### src/rtl/fp_div_pkg.sv
// fp_div_pkg: shared types and constants for the floating-point divide
// scheduler.
//   state_e  : controller states (IDLE, CHECK, DIVIDE, NORM, DONE)
//   BIAS     : IEEE-754 single-precision exponent bias
//   ITER     : number of quotient bits produced by the mantissa divider
//   QNAN     : result returned for 0/0
//   INF_EXP  : exponent field used for the divide-by-zero infinity result
package fp_div_pkg;

  typedef enum logic [2:0] {
    ST_IDLE,
    ST_CHECK,
    ST_DIVIDE,
    ST_NORM,
    ST_DONE
  } state_e;

  localparam int          BIAS    = 127;
  localparam int          ITER    = 25;
  localparam logic [31:0] QNAN    = 32'hFFC0_0000;
  localparam logic [7:0]  INF_EXP = 8'hFF;

endpackage

### src/rtl/mant_div_iter.sv
// mant_div_iter: restoring mantissa divider, one quotient bit per clock,
// MSB first. A start pulse loads the operands; the following ITER clocks
// each shift one bit into the quotient. Bit 24 of the quotient is the
// integer bit, bits 23..0 the fraction; the result is truncated.
// Ports:
//   clk, reset      clock, asynchronous active-high reset
//   start           load dd_mant/ds_mant and begin iterating
//   dd_mant/ds_mant 24-bit mantissas with hidden bit ({1, frac})
//   quot            25-bit quotient (complete once done has been seen)
//   done            high during the cycle whose edge produces the last bit
module mant_div_iter
  import fp_div_pkg::*;
(
  input  logic        clk,
  input  logic        reset,
  input  logic        start,
  input  logic [23:0] dd_mant,
  input  logic [23:0] ds_mant,
  output logic [24:0] quot,
  output logic        done
);

  // Partial remainder stays below 2*divisor < 2^25 before each shift.
  logic [25:0] rem_q, rem_d;
  logic [23:0] div_q, div_d;
  logic [24:0] quot_q, quot_d;
  logic [4:0]  cnt_q, cnt_d;
  logic        run_q, run_d;
  logic [25:0] diff;

  always_comb begin
    rem_d  = rem_q;
    div_d  = div_q;
    quot_d = quot_q;
    cnt_d  = cnt_q;
    run_d  = run_q;
    diff   = rem_q - {2'b00, div_q};
    if (start) begin
      rem_d  = {2'b00, dd_mant};
      div_d  = ds_mant;
      quot_d = '0;
      cnt_d  = '0;
      run_d  = 1'b1;
    end else if (run_q) begin
      if (rem_q >= {2'b00, div_q}) begin
        rem_d  = {diff[24:0], 1'b0};
        quot_d = {quot_q[23:0], 1'b1};
      end else begin
        rem_d  = {rem_q[24:0], 1'b0};
        quot_d = {quot_q[23:0], 1'b0};
      end
      cnt_d = cnt_q + 5'd1;
      if (cnt_q == 5'(ITER - 1)) begin
        run_d = 1'b0;
      end
    end
  end

  always_ff @(posedge clk or posedge reset) begin
    if (reset) begin
      rem_q  <= '0;
      div_q  <= '0;
      quot_q <= '0;
      cnt_q  <= '0;
      run_q  <= 1'b0;
    end else begin
      rem_q  <= rem_d;
      div_q  <= div_d;
      quot_q <= quot_d;
      cnt_q  <= cnt_d;
      run_q  <= run_d;
    end
  end

  assign quot = quot_q;
  assign done = run_q && (cnt_q == 5'(ITER - 1));

endmodule

### src/rtl/fp_div_scheduler.sv
// fp_div_scheduler: shares one iterative IEEE-754 single-precision divider
// between two requesters (A and B).
// Arbitration: fixed priority A over B by default; define
// FPDIV_ROUND_ROBIN_EN to alternate between requesters on contention.
// Ports:
//   clk, reset                 clock, asynchronous active-high reset
//   req_a_valid/req_b_valid    requester has an operation pending
//   req_a_ready/req_b_ready    operation accepted at this edge (IDLE only)
//   req_x_dd/req_x_ds          dividend / divisor
//   res_valid/res_ready        result handshake
//   res_out, res_id            quotient, originating requester (0=A, 1=B)
//   res_exception/res_zero_div divide-by-zero flags
//   busy                       controller not in IDLE
module fp_div_scheduler
  import fp_div_pkg::*;
(
  input  logic        clk,
  input  logic        reset,
  input  logic        req_a_valid,
  input  logic        req_b_valid,
  output logic        req_a_ready,
  output logic        req_b_ready,
  input  logic [31:0] req_a_dd,
  input  logic [31:0] req_a_ds,
  input  logic [31:0] req_b_dd,
  input  logic [31:0] req_b_ds,
  output logic        res_valid,
  input  logic        res_ready,
  output logic [31:0] res_out,
  output logic        res_id,
  output logic        res_exception,
  output logic        res_zero_div,
  output logic        busy
);

  state_e      state_q, state_d;
  logic [31:0] dd_q, dd_d;
  logic [31:0] ds_q, ds_d;
  logic        id_q, id_d;
  logic [31:0] res_out_q, res_out_d;
  logic        res_id_q, res_id_d;
  logic        exc_q, exc_d;
  logic        zdiv_q, zdiv_d;
`ifdef FPDIV_ROUND_ROBIN_EN
  // High when B was not the last requester served.
  logic        prio_b_q, prio_b_d;
`endif

  logic        grant_b;
  logic        idle;
  logic        accept;
  logic        div_start;
  logic        div_done;
  logic [24:0] quot;
  logic        sign;
  logic [7:0]  exp_raw;

  mant_div_iter u_mant_div (
    .clk     (clk),
    .reset   (reset),
    .start   (div_start),
    .dd_mant ({1'b1, dd_q[22:0]}),
    .ds_mant ({1'b1, ds_q[22:0]}),
    .quot    (quot),
    .done    (div_done)
  );

`ifdef FPDIV_ROUND_ROBIN_EN
  assign grant_b = req_b_valid & (~req_a_valid | prio_b_q);
`else
  assign grant_b = req_b_valid & ~req_a_valid;
`endif

  assign idle        = (state_q == ST_IDLE);
  assign req_a_ready = idle & req_a_valid & ~grant_b;
  assign req_b_ready = idle & grant_b;
  assign accept      = req_a_ready | req_b_ready;

  // Exponent wraps modulo 256; range errors are deliberately not handled.
  assign sign    = dd_q[31] ^ ds_q[31];
  assign exp_raw = dd_q[30:23] - ds_q[30:23] + 8'(BIAS);

  always_comb begin
    state_d   = state_q;
    dd_d      = dd_q;
    ds_d      = ds_q;
    id_d      = id_q;
    res_out_d = res_out_q;
    res_id_d  = res_id_q;
    exc_d     = exc_q;
    zdiv_d    = zdiv_q;
    div_start = 1'b0;
`ifdef FPDIV_ROUND_ROBIN_EN
    prio_b_d  = prio_b_q;
`endif
    case (state_q)
      ST_IDLE: begin
        if (accept) begin
          dd_d    = grant_b ? req_b_dd : req_a_dd;
          ds_d    = grant_b ? req_b_ds : req_a_ds;
          id_d    = grant_b;
          state_d = ST_CHECK;
`ifdef FPDIV_ROUND_ROBIN_EN
          prio_b_d = ~grant_b;
`endif
        end
      end
      ST_CHECK: begin
        if (ds_q == 32'd0) begin
          res_out_d = (dd_q == 32'd0) ? QNAN : {sign, INF_EXP, 23'd0};
          exc_d     = 1'b1;
          zdiv_d    = 1'b1;
          res_id_d  = id_q;
          state_d   = ST_DONE;
        end else if (dd_q == 32'd0) begin
          res_out_d = 32'd0;
          exc_d     = 1'b0;
          zdiv_d    = 1'b0;
          res_id_d  = id_q;
          state_d   = ST_DONE;
        end else begin
          div_start = 1'b1;
          state_d   = ST_DIVIDE;
        end
      end
      ST_DIVIDE: begin
        if (div_done) begin
          state_d = ST_NORM;
        end
      end
      ST_NORM: begin
        // Quotient of two [1,2) mantissas lies in (0.5,2): at most one
        // left shift is needed.
        if (quot[24]) begin
          res_out_d = {sign, exp_raw, quot[23:1]};
        end else begin
          res_out_d = {sign, exp_raw - 8'd1, quot[22:0]};
        end
        exc_d    = 1'b0;
        zdiv_d   = 1'b0;
        res_id_d = id_q;
        state_d  = ST_DONE;
      end
      ST_DONE: begin
        if (res_ready) begin
          state_d = ST_IDLE;
        end
      end
      default: state_d = ST_IDLE;
    endcase
  end

  always_ff @(posedge clk or posedge reset) begin
    if (reset) begin
      state_q   <= ST_IDLE;
      dd_q      <= '0;
      ds_q      <= '0;
      id_q      <= 1'b0;
      res_out_q <= '0;
      res_id_q  <= 1'b0;
      exc_q     <= 1'b0;
      zdiv_q    <= 1'b0;
`ifdef FPDIV_ROUND_ROBIN_EN
      prio_b_q  <= 1'b0;
`endif
    end else begin
      state_q   <= state_d;
      dd_q      <= dd_d;
      ds_q      <= ds_d;
      id_q      <= id_d;
      res_out_q <= res_out_d;
      res_id_q  <= res_id_d;
      exc_q     <= exc_d;
      zdiv_q    <= zdiv_d;
`ifdef FPDIV_ROUND_ROBIN_EN
      prio_b_q  <= prio_b_d;
`endif
    end
  end

  assign res_valid     = (state_q == ST_DONE);
  assign res_out       = res_out_q;
  assign res_id        = res_id_q;
  assign res_exception = exc_q;
  assign res_zero_div  = zdiv_q;
  assign busy          = ~idle;

endmodule

### config.mk
export PLATFORM = sky130hd
export DESIGN_NAME = fp_div_scheduler
export DESIGN_NICKNAME = d
export VERILOG_FILES = /design/src/rtl/fp_div_pkg.sv /design/src/rtl/mant_div_iter.sv /design/src/rtl/fp_div_scheduler.sv
export SDC_FILE = /design/constraint.sdc
export NUM_CORES = 1
export LEC_CHECK = 0
export CORE_MARGIN = 1.5
export CORE_UTILIZATION = 38
export DETAILED_ROUTE_END_ITERATION = 12
export PLACE_DENSITY = 0.62
export SETUP_SLACK_MARGIN = 0.2
export SYNTH_ARGS = -nofsm -noshare
export SYNTH_HDL_FRONTEND = slang
export SYNTH_HIERARCHICAL = 1
export SYNTH_SLANG_ARGS = --single-unit
export TNS_END_PERCENT = 100
### constraint.sdc
create_clock -name clk -period 3.4 [get_ports clk]
set_input_delay 0.34 -clock clk [delete_from_list [all_inputs] [get_ports clk]]
set_output_delay 0.34 -clock clk [all_outputs]
set_load 0.01 [all_outputs]
Word-level counts from Yosys, hierarchy flattened
Index checks and enable logic that the tools add are counted.

Output and inout bits: 39. Register bits: 183. Word-level logic and storage cells: 78.

Add/subtract/negate cells: 5. Equality and inequality tests: 9. Reduce and logical (&&, ||, !) cells: 9. $lt $le $gt $ge: 1. Muxes and demuxes: 33. Bitwise operators: 9.

Operator list (number): two-way mux 32 bit (5); two-way mux 26 bit (3); logical NOT 32 bit (2); one-hot mux 32 bit (2 select lines) (1); two-way mux 25 bit (2); two-way mux 31 bit (1); greater-or-equal comparator 26 x 24 -> 1 bit (1); subtractor 25 x 24 -> 25 bit (1); two-way mux 3 bit (5); one-hot mux 3 bit (5 select lines) (1); two-way mux 1 bit (11); two-way mux 5 bit (2); adder 8 x 7 -> 8 bit (second input constant) (1); subtractor 8 x 1 -> 8 bit (second input constant) (1); subtractor 8 bit (1); equality test 3 x 2 -> 1 bit (second input constant) (2); adder 5 x 1 -> 5 bit (second input constant) (1); equality test 5 bit (second input constant) (1); AND 1 bit (4); != test 2 x 1 -> 1 bit (second input constant) (2); one-hot mux 1 bit (2 select lines) (2); AND reduction 2 bit (2); nonzero test 2 bit (2); equality test 3 x 1 -> 1 bit (second input constant) (1); other kinds (9) (11).

Longest topological paths before layout
Gate-level depths: netlist of the first run.

Word-level depth: 7. Gate-level depth with buffers: 14.

Modules after synthesis
Netlist of the first run, hierarchy kept.

Modules (own cells, without submodules): fp_div_scheduler (sequential area each 2552.4 µm², area each 5301.3 µm², times used 1, cells an instance 527); mant_div_iter (sequential area each 2026.9 µm², area each 4986.0 µm², times used 1, cells an instance 555).

Worst setup path before layout of the first run
No wires, ideal clock.

Kind: reg-to-reg. Start point: register u_mant_div.rem_q[0]. End point: register u_mant_div.rem_q[25]. Slack: 802 ps. Path buffers: 0. Arrival: 2502 ps. Clock period less this slack: 2598 ps. Cell stages (with the launch flop): 13. Cell sequence: dfrtp_1 -> inv_1 -> ha_1 -> inv_1 -> fa_1 -> a211oi_1 -> o21ai_1 -> nand4bb_4 -> a21oi_1 -> nor2b_1 -> o31ai_1 -> or4_1 -> a311oi_2.

Longest elaborated chain between the ends: 4. Elaborated cells between the ends (all ways): 5.

RTL lines: start, declared (RTL line mant_div_iter.sv:24) `logic [25:0] rem_q, rem_d;`; start signal, assigned (RTL line mant_div_iter.sv:67) `rem_q <= rem_d;`; subtractor 25 x 24 -> 25 bit or greater-or-equal comparator 26 x 24 -> 1 bit (tied branches) (RTL line mant_div_iter.sv:37, mant_div_iter.sv:45); two-way mux 26 bit (*) (RTL line mant_div_iter.sv:45) `if (rem_q >= {2'b00, div_q}) begin`; two-way mux 26 bit (*) (RTL line mant_div_iter.sv:44) `end else if (run_q) begin`; two-way mux 26 bit (*) (RTL line mant_div_iter.sv:38) `if (start) begin`.

Every way passes the cells marked *; elsewhere a longest branch is shown, timed or not. The select of a mux whose other input is x is not followed. A chain may end at the register's enable or synchronous reset.

Worst setup path in the final report of the first run
Start point: register u_mant_div.rem_q[0]. End point: register u_mant_div.rem_q[1].

The elaborated chain is that of the path after synthesis.

==> impl_metrics.yaml, run 1 <==
global_route:
  first_global_vias: 8108
  grt_use_total: 0.191
  antenna_found_initial: 0
  overflow: 0
  grt_max_degree: 80
  grt_pass1_wl_um: 42800
job:
  cap_violations: 0
logic_synthesis:
  synth_top_area_frac: 0.445
  async_reset_ff_frac: 1.00
  synthSimpleGateAreaFrac: 0.147
  syn_area_mm2: 0.0103
  synth.mux.area_fraction: 0.132
  synth_xor_area_frac: 0.0281
  synth_compound_area_frac: 0.150
  synth_flop_cell: "dfrtp_1"
  synth_edf_count: 0
  synth_cells: 1082
  yosys_warnings: 6
  yosys.area_share.adder: 0.0525
  synth_area_per_cell_um2: 9.51
  ys_seq_area_frac: 0.445
  yosysTopAreaCell: "dfrtp_1"
  synth_area_leaders: "dfrtp_1, mux2i_1, o21ai_0"
  ys_ff_latch: 183
  synth_top_family_by_area: "compound AO/OA/AOI/OAI gates"
  synthDistinctLibCells: 67
critical_path:
  path_buf_inv: 3
  crit_family: "compound AO/OA/AOI/OAI gates"
  crit_slowest_cell: "fa_1"
  cp_cell_sequence: "inv_1, ha_1, inv_1, fa_1, a211oi_2, o21ai_1, nand4bb_4, nand3_2, a21oi_2, o21ai_2, buf_4, mux2i_1, a221o_1"
  crit_arrival_ns: 3.17
  path_common_cell: "inv_1"
  critPathMaxFanout: 28
  critPathCaptureType: "flip-flop"
  critPathKind: "reg -> reg"
  startpoint_type: "flip-flop"
  worst_path_largest_cell_delay_ns: 0.42
  cp.required_ns: 3.72
timing:
  period_share: 0.839
  rsz0062_at_grt: "no"
  setup_viol: 0
  final_hold_viol_count: 0
  period_minus_slack_ns: 2.85
  tightest_slew_ns: 0.899
  max_freq_ghz: 0.350
  worst_slack_ns: 0.547
  whs_ns: 0.416
  tns_ns: 0
  finalClockSkew_ns: 0.0136
  drv_slew: 0
  relSlewSlack: 0.400
final_layout:
  fin_cells: 1588
  area_delta_synth_final_pct: 26.6
  antenna-diode-count: 0
  drive_gt1_frac: 0.0609
  final_nets: 1409
power_and_ir_drop:
  intPower_uw: 7680
  power_frac_comb: 0.544
  power.switching_uw: 5830
  swShare: 0.432
  peakVddDrop_mv: 0.408
  leakagePower_uw: 0.00576
  p_seq_frac: 0.302
  power-per-cell-area_mw_per_mm2: 1040
  clkPwrFrac: 0.154
die:
  die_area_mm2: 0.0281
  placementRows: 60
  core_mm2: 0.0267
  io_pins: 172
  start_util: 0.385
  die_h_um: 168
  die_x_um: 168
clocking:
  post_cts_resized: 0
  clkTransAtPathRegs_ns: 0.07
  cts_tree: "done"
  numClockSinks: 183
  clockBufferDepth: 2
  insertion_delay_ns: 0.44
  htreeDepth: 4
  cts_hold_buf: 0
  cts_buffers: 17
  clockRootBuffer: "clkbuf_16"
  cts_setup_buffers: 0
placement:
  gp_congestion: 0.852
  place_hpwl_um: 19400
  port_buffers: 171
  place_ws_ns: 0.446
  dp_cells: 1556
drt:
  routedWlPerCell_um: 16.3
  drt_drc_violations_left: 0
  drt-vias-per-instance: 5.12
  vias: 8138
  dr.pass1.iters: 5
  antenna_left: 0
  routed_wl_um: 25800
  first_iter_violations: 462
status:
  status: "complete, no violations"
worst_hold_path:
  hp-class: "in -> async"
==> cells by family after synthesis <==
family / Yosys count
AO/OA/AOI/OAI: 267
multiplexers: 135
XOR/XNOR: 33
buffers and inverters: 109
AND/OR/NAND/NOR: 312
flip-flops: 183
other: 1
adder cells (fa/ha/maj): 42
==> through the flow <==
step | power, uW | utilization | area, um^2
global route | 14700 | 0.487 | 13000
detailed placement | 11400 | 0.464 | 12400
CTS | 13600 | 0.487 | 13000
global placement | 11300 | 0.464 | 12400
finish | 13500 | 0.487 | 13000
floorplan | 9370 | - | 10300
==> layout by cell type, fill, tap and decap left out, types with 4 or more instances in the layout <==
| cell type | synthesis | final |
|---|---|---|
| a21o_1 | 9 | 9 |
| o21a_1 | 5 | 5 |
| o21ai_1 | 20 | 19 |
| xor2_1 | 10 | 10 |
| o31ai_1 | 5 | 5 |
| o21ai_0 | 129 | 129 |
| nor4_1 | 16 | 15 |
| a21oi_1 | 53 | 53 |
| clkdlybuf4s50_1 | 0 | 171 |
| nand3_1 | 8 | 8 |
| nor2_1 | 70 | 69 |
| inv_6 | 0 | 4 |
| nor4_2 | 5 | 6 |
| o21bai_1 | 7 | 7 |
| dfrtp_1 | 183 | 182 |
| ha_1 | 40 | 40 |
| clkbuf_16 | 0 | 17 |
| nand4_1 | 8 | 8 |
| inv_1 | 54 | 52 |
| xnor2_1 | 23 | 23 |
| nand2_1 | 138 | 138 |
| a221o_1 | 5 | 5 |
| nand2b_1 | 8 | 8 |
| a21boi_0 | 4 | 4 |
| o211ai_1 | 4 | 4 |
| mux2i_1 | 132 | 132 |
| nor3_1 | 14 | 14 |
| buf_12 | 0 | 6 |
| a31oi_1 | 4 | 4 |
| buf_4 | 7 | 10 |
| a211oi_1 | 5 | 4 |
| nor3b_1 | 17 | 17 |
==> metal layers <==
metal  vias to the layer above  GRT usage  share of wire
met1                      3838      0.256           0.48
met2                       174      0.317           0.47
met4                         0     0.0599          0.018
met3                        26     0.0300          0.035
met5                         -          0              0
li1                       4100          -              -
==> flip-flops by register name, indices dropped and copies added, names as in the netlist, 3 cells and up <==
register and flops:
u_mant_div/cnt_q 5, u_mant_div/quot 25, u_mant_div/div_q 24, state_q 3, u_mant_div/rem_q 26, dd_q 32, ds_q 32, res_out 32
==> power groups by stage <==
stage	combinational, uW	sequential [uW]	clock, uW
6_report	7350	4080	2080
5_1_grt	8280	4220	2220
4_1_cts	7360	4080	2120
3_5_place_dp	7310	4120	0
3_3_place_gp	7200	4090	0
2_1_floorplan	5500	3870	0
==> path summary, 6_finish.rpt <==
| check | to | slack [ns] | cells past startpoint | startpoint |
|---|---|---|---|---|
| worst min-delay path | dd_q[12]$_DFFE_PP0P_ | 0.42 | 2 | reset |
| worst min register to register | id_q$_DFFE_PP0P_ | 0.48 | 1 | id_q$_DFFE_PP0P_ |
| worst max-delay path | u_mant_div/rem_q[1]$_DFFE_PP0P_ | 0.55 | 13 | u_mant_div/rem_q[0]$_DFFE_PP0P_ |
| worst max register to register | u_mant_div/rem_q[1]$_DFFE_PP0P_ | 0.55 | 13 | u_mant_div/rem_q[0]$_DFFE_PP0P_ |
| max in group asynchronous | ds_q[25]$_DFFE_PP0P_ | 2.19 | 3 | reset |
| min in group clk | id_q$_DFFE_PP0P_ | 0.48 | 1 | id_q$_DFFE_PP0P_ |
==> synthesized netlist by cell type (all sizes together), types with 4 or more instances <==
cell / n
a211oi: 5
a21boi: 4
a21o: 9
a21oi: 54
a221o: 5
a31oi: 4
and2: 4
buf: 28
clkbuf: 27
dfrtp: 183
ha: 40
inv: 54
mux2i: 132
nand2: 138
nand2b: 8
nand3: 9
nand4: 9
nor2: 71
nor3: 14
nor3b: 17
nor4: 21
o211ai: 4
o21a: 5
o21ai: 149
o21bai: 7
o31ai: 6
or2: 4
xnor2: 23
xor2: 10
==> layout make-up <==
class,instances,area [um^2]
clock buffers,17,425
clock inverters,15,203
fillers,2553,13700
inverters,54,206
multi-input cells,791,5280
flip-flops and latches,183,4580
well taps,341,427
repair buffers,187,1910
No activity file was read; power rests on OpenSTA's default activity.
==> run 2, diff against run 1 <==
--- a/config.mk
+++ b/config.mk
@@ -8,7 +8,7 @@
 export CORE_MARGIN = 1.5
 export CORE_UTILIZATION = 38
 export DETAILED_ROUTE_END_ITERATION = 12
-export PLACE_DENSITY = 0.62
+export PLACE_DENSITY = 0.65
 export SETUP_SLACK_MARGIN = 0.2
 export SYNTH_ARGS = -nofsm -noshare
 export SYNTH_HDL_FRONTEND = slang
==> constraint.sdc (replaced) <==
create_clock -name clk -period 2.6 [get_ports clk]
set_input_delay 0.26 -clock clk [delete_from_list [all_inputs] [get_ports clk]]
set_output_delay 0.26 -clock clk [all_outputs]
set_load 0.01 [all_outputs]
==> run 2 against run 1 <==
  * Cell area up 6.8%
  * Critical path depth down 2
  * Core utilization up 3.3 points
  * Global-route usage up 0.84 points
  * First-iteration DRC count up 37%
  * Non-clock buffer count up 59
  * Wire length up 5.0%
==> impl_metrics.yaml, run 2 (synthesis results as in run 1) <==
power_and_ir_drop:
  power-per-cell-area_mw_per_mm2: 1440
  leakagePower_uw: 0.00614
  peakVddDrop_mv: 0.619
  power.total_uw: 20100
drt:
  vias: 8613
  routedWlPerCell_um: 16.5
  first_iter_violations: 631
  antenna_left: 0
  drt_drc_violations_left: 0
  routed_wl_um: 27100
  dr.pass1.iters: 5
  drt-vias-per-instance: 5.23
placement:
  gp_congestion: 0.883
  place_hpwl_um: 19600
  port_buffers: 171
  postPlaceCellArea_mm2: 0.0128
  dp_cells: 1598
timing:
  period_share: 0.991
  rsz0062_at_grt: "yes"
  setup_viol: 0
  relSlewSlack: 0.456
  finalClockSkew_ns: 0.0144
  final_hold_viol_count: 0
  drv_slew: 0
  period_minus_slack_ns: 2.58
  tightest_slew_ns: 0.815
  tns_ns: 0
  max_freq_ghz: 0.388
critical_path:
  worst_path_largest_cell_delay_ns: 0.43
  cp_cell_sequence: "ha_4, nand3_1, or2_1, o221a_2, buf_4, a21oi_2, nor2b_2, o31ai_1, buf_4, nand2_1, a311oi_2"
  r2r_start: "u_mant_div/rem_q[10]$_DFFE_PP0P_"
  reg2reg_slack_ns: 0.02
  crit_slowest_cell: "dfrtp_1"
  crit_family: "compound AO/OA/AOI/OAI gates"
  critPathMaxFanout: 3
  ff2ff_path_depth: 11
  critPathKind: "reg -> reg"
  path_common_cell: "buf_4"
  crit_arrival_ns: 2.93
  regToRegEndpoint: "u_mant_div/rem_q[25]$_DFFE_PP0P_"
  path_buf_inv: 2
  critPathCaptureType: "flip-flop"
  cp.required_ns: 2.95
  startpoint_type: "flip-flop"
global_route:
  overflow: 0
  first_global_vias: 8588
  grt_use_total: 0.199
  antenna_found_initial: 0
  grt_pass1_wl_um: 44700
  grt_max_degree: 130
final_layout:
  final_common_cell: "dfrtp_1"
  final_nets: 1468
  fin_cells: 1647
  antenna-diode-count: 0
  layout.area.seq_mm2: 0.00458
  area_delta_synth_final_pct: 35.2
  fillCellCount: 2471
  multi_input_area_mm2: 0.00560
  design_area_mm2: 0.0139
  layout_common_cells: "dfrtp_1, clkdlybuf4s50_1, nand2_1, mux2i_1, o21ai_0"
  drive_gt1_frac: 0.140
  postLayoutCoreUtil: 0.520
clocking:
  cts_tree: "done"
  clockRootBuffer: "clkbuf_16"
  cts_buffers: 17
  numClockSinks: 183
  insertion_delay_ns: 0.44
  cts_hold_buf: 0
  clkTransAtPathRegs_ns: 0.08
  htreeDepth: 4
  clockBufferDepth: 2
die:
  core_mm2: 0.0267
  die_area_mm2: 0.0281
  io_pins: 172
  placementRows: 60
  die_x_um: 168
  start_util: 0.385
  die_h_um: 168
job:
  cap_violations: 0
status:
  status: "complete, no violations"
worst_hold_path:
  hp-class: "in -> async"
run 2: cell count changes in the layout (fill, tap and decap cells not counted), sizes merged:
cell           change
dlymetal6s2s       +1
clkinv             -1
inv                +2
buf               +59
clkdlybuf4s50      -1
bufinv             -1
run 2: repair_timing:
item | in CTS | in global routing
pin swaps | 21 | 21
resized for setup | 38 | 28
setup endpoints to repair | 29 | 32
buffers inserted | 8 | 8
cloned | 1 | 0
run 2: layer usage:
metal,track usage,routed length (um)
met1,0.265,12500
met2,0.331,12800
met3,0.0364,1170
met4,0.0623,576
met5,0,0
run 2: through the flow:
step | hold WS, ns | setup slack (ns)
after floorplan | 0.367 | 0.141
after CTS | 0.295 | 0.0491
after global placement | 0.461 | -0.0146
after detailed placement | 0.470 | -0.0852
final | 0.287 | 0.0246
after global routing | 0.328 | -0.0745
run 2: how the worst max path moves through the flow:
stage	startpoint	endpoint	cells after the start
2_1_floorplan	u_mant_div/rem_q[0]$_DFFE_PP0P_	u_mant_div/rem_q[25]$_DFFE_PP0P_	12
3_3_place_gp	u_mant_div/rem_q[0]$_DFFE_PP0P_	u_mant_div/rem_q[8]$_DFFE_PP0P_	13
3_5_place_dp	u_mant_div/rem_q[0]$_DFFE_PP0P_	u_mant_div/rem_q[3]$_DFFE_PP0P_	13
4_1_cts	u_mant_div/rem_q[0]$_DFFE_PP0P_	u_mant_div/rem_q[25]$_DFFE_PP0P_	12
5_1_grt	u_mant_div/rem_q[0]$_DFFE_PP0P_	u_mant_div/rem_q[20]$_DFFE_PP0P_	14
6_report	u_mant_div/rem_q[10]$_DFFE_PP0P_	u_mant_div/rem_q[25]$_DFFE_PP0P_	11
run 2: cell type report:
class / count / share of cell area
clock buffers: 17 / 0.0306
flip-flops and latches: 183 / 0.329
repair buffers: 246 / 0.178
inverters: 54 / 0.0149
multi-input cells: 791 / 0.403
clock inverters: 15 / 0.0140
well taps: 341 / 0.0307
run 2: power breakdown:
group | switching (uW) | internal [uW] | total, uW
combinational | 6140 | 5890 | 12000
clock | 1320 | 1410 | 2730
sequential | 1140 | 4200 | 5340
==> run 3, diff against run 2 <==
==> constraint.sdc (replaced) <==
create_clock -name clk -period 2.1 [get_ports clk]
set_input_delay 0.21 -clock clk [delete_from_list [all_inputs] [get_ports clk]]
set_output_delay 0.21 -clock clk [all_outputs]
set_load 0.01 [all_outputs]
==> run 3 against run 2 <==
  * The run now ends with setup timing left
  * Core utilization rose by 9.0 points
  * Worst setup slack got worse by 0.51 ns
  * Via count rose by 9.1%
  * Wire length rose by 16%
  * Register-to-register slack got worse by 0.51 ns
  * Maximum frequency fell by 0.38%
  * Sequential share of layout area fell by 4.8 points
  * Hold slack got worse by 0.17 ns
  * Final cell count rose by 11%
  * Global-route usage rose by 2.3 points
==> impl_metrics.yaml, run 3 (synthesis results as in run 1) <==
die:
  die_h_um: 168
  die_x_um: 168
  placementRows: 60
  start_util: 0.385
  core_mm2: 0.0267
  io_pins: 172
  die_area_mm2: 0.0281
critical_path:
  crit_arrival_ns: 2.93
  critPathCaptureType: "flip-flop"
  cp.required_ns: 2.44
  reg2reg_slack_ns: -0.49
  startpoint_type: "flip-flop"
  critPathMaxFanout: 4
  critPathKind: "reg -> reg"
global_route:
  grt_use_total: 0.222
  overflow: 0
  first_global_vias: 9540
  grt_max_degree: 82
  antenna_found_initial: 0
  grt_pass1_wl_um: 49400
clocking:
  clkTransAtPathRegs_ns: 0.07
  insertion_delay_ns: 0.44
  cts_tree: "done"
  clockBufferDepth: 2
  cts_hold_buf: 0
  clockRootBuffer: "clkbuf_16"
  cts_buffers: 17
  numClockSinks: 183
  htreeDepth: 4
status:
  status: "finished with violations"
  violations: "setup timing"
final_layout:
  design_area_mm2: 0.0163
  fillCellCount: 2158
  layout_common_cells: "buf_4, dfrtp_1, clkdlybuf4s50_1, mux2i_1, nand2_1"
  drive_gt1_frac: 0.330
  antenna-diode-count: 0
  final_nets: 1648
  area_delta_synth_final_pct: 58.6
  final_common_cell: "buf_4"
power_and_ir_drop:
  power-per-cell-area_mw_per_mm2: 1840
  swShare: 0.416
  power.switching_uw: 12500
  power_frac_comb: 0.675
  clkPwrFrac: 0.106
  p_seq_frac: 0.219
  intPower_uw: 17500
  leakagePower_uw: 0.00722
  peakVddDrop_mv: 0.710
timing:
  max_freq_ghz: 0.387
  final_hold_viol_count: 0
  finalClockSkew_ns: 0.0146
  rsz0062_at_grt: "yes"
  tns_ns: -15.81
  relSlewSlack: 0.562
  drv_slew: 0
  tightest_slew_ns: 0.657
  setup_viol: 94
  period_minus_slack_ns: 2.59
  worst_slack_ns: -0.485
  whs_ns: 0.116
  period_share: 1.23
drt:
  dr.pass1.iters: 5
  first_iter_violations: 544
  vias: 9393
  drt_drc_violations_left: 0
  routed_wl_um: 31300
  routedWlPerCell_um: 17.1
  antenna_left: 0
  drt-vias-per-instance: 5.14
worst_hold_path:
  hp-class: "in -> async"
placement:
  gp_congestion: 0.884
  port_buffers: 171
  postPlaceCellArea_mm2: 0.0139
  place_hpwl_um: 21400
  place_ws_ns: -0.436
job:
  cap_violations: 0
## run 3: changes by cell type in the layout (fill, tap and decap cells not counted), sizes merged, moves of 2 or more
| cell | previous run | this run |
|---|---|---|
| clkbuf | 17 | 20 |
| clkinvlp | 1 | 3 |
| clkdlybuf4s50 | 170 | 167 |
| buf | 75 | 251 |
| dlygate4sd2 | 0 | 2 |
## run 3: routing by layer
layer / GRT usage / wire length [um] / vias up
met5: 0 / 0 / -
met4: 0.0560 / 422 / 0
met3: 0.0385 / 1330 / 29
met2: 0.396 / 16200 / 270
met1: 0.278 / 13300 / 4493
li1: - / - / 4601
## run 3: final timing paths
kind / start / to / cells after the start
setup / recovery: u_mant_div/rem_q[0]$_DFFE_PP0P_ / u_mant_div/rem_q[25]$_DFFE_PP0P_ / 12
min in group clk: res_ready / state_q[2]$_DFFE_PP0P_ / 2
setup reg to reg: u_mant_div/rem_q[0]$_DFFE_PP0P_ / u_mant_div/rem_q[25]$_DFFE_PP0P_ / 12
hold / removal: reset / dd_q[18]$_DFFE_PP0P_ / 2
hold reg to reg: res_out[11]$_DFFE_PP0P_ / res_out[11]$_DFFE_PP0P_ / 2
max in group asynchronous: reset / dd_q[25]$_DFFE_PP0P_ / 3
## run 3: critical path, cell delays in order, from the launching register on
cell and delay [ns]:
dfrtp_1 0.37, inv_2 0.08, ha_4 0.13, inv_2 0.03, fa_2 0.36, a211oi_4 0.26, o21ai_2 0.11, nand4bb_4 0.13
a21oi_1 0.08, nor2b_1 0.16, o31ai_1 0.10, or4_1 0.43, a311oi_2 0.25
## run 3: cell type report
| class | count | area (um^2) | share of cell area |
|---|---|---|---|
| multi-input combinational | 792 | 6330 | 0.388 |
| sequential | 183 | 4590 | 0.281 |
| timing repair buffer | 425 | 4190 | 0.257 |
| tap | 341 | 427 | 0.0261 |
| clock buffer | 17 | 425 | 0.0261 |
| inverter | 54 | 210 | 0.0129 |
| clock inverter | 15 | 151 | 0.00928 |
## run 3: repair_timing
action                                  4_1_cts  5_1_grt
gates resized for setup                     229      107
cloned                                       11        3
pin swaps                                    69       41
endpoints found under the setup margin      119      119
setup buffers                                28       13
## run 3: power groups by stage
| stage | Combinational [uW] | Clock, uW | Sequential, uW |
|---|---|---|---|
| after floorplan | 9250 | 0 | 6270 |
| after global placement | 15600 | 0 | 6350 |
| after detailed placement | 15900 | 0 | 6400 |
| after CTS | 18400 | 3230 | 6490 |
| after global routing | 21900 | 3390 | 6760 |
| final | 20200 | 3180 | 6560 |
## run 3: through the flow
| step | power [uW] | utilization | instances |
|---|---|---|---|
| 4_1_cts | 28100 | 0.587 | 1811 |
| 3_3_place_gp | 21900 | 0.520 | 1740 |
| 5_1_grt | 32100 | 0.611 | 1827 |
| 6_report | 30000 | 0.611 | 1827 |
| 2_1_floorplan | 15500 | - | 1083 |
| 3_5_place_dp | 22300 | 0.520 | 1740 |
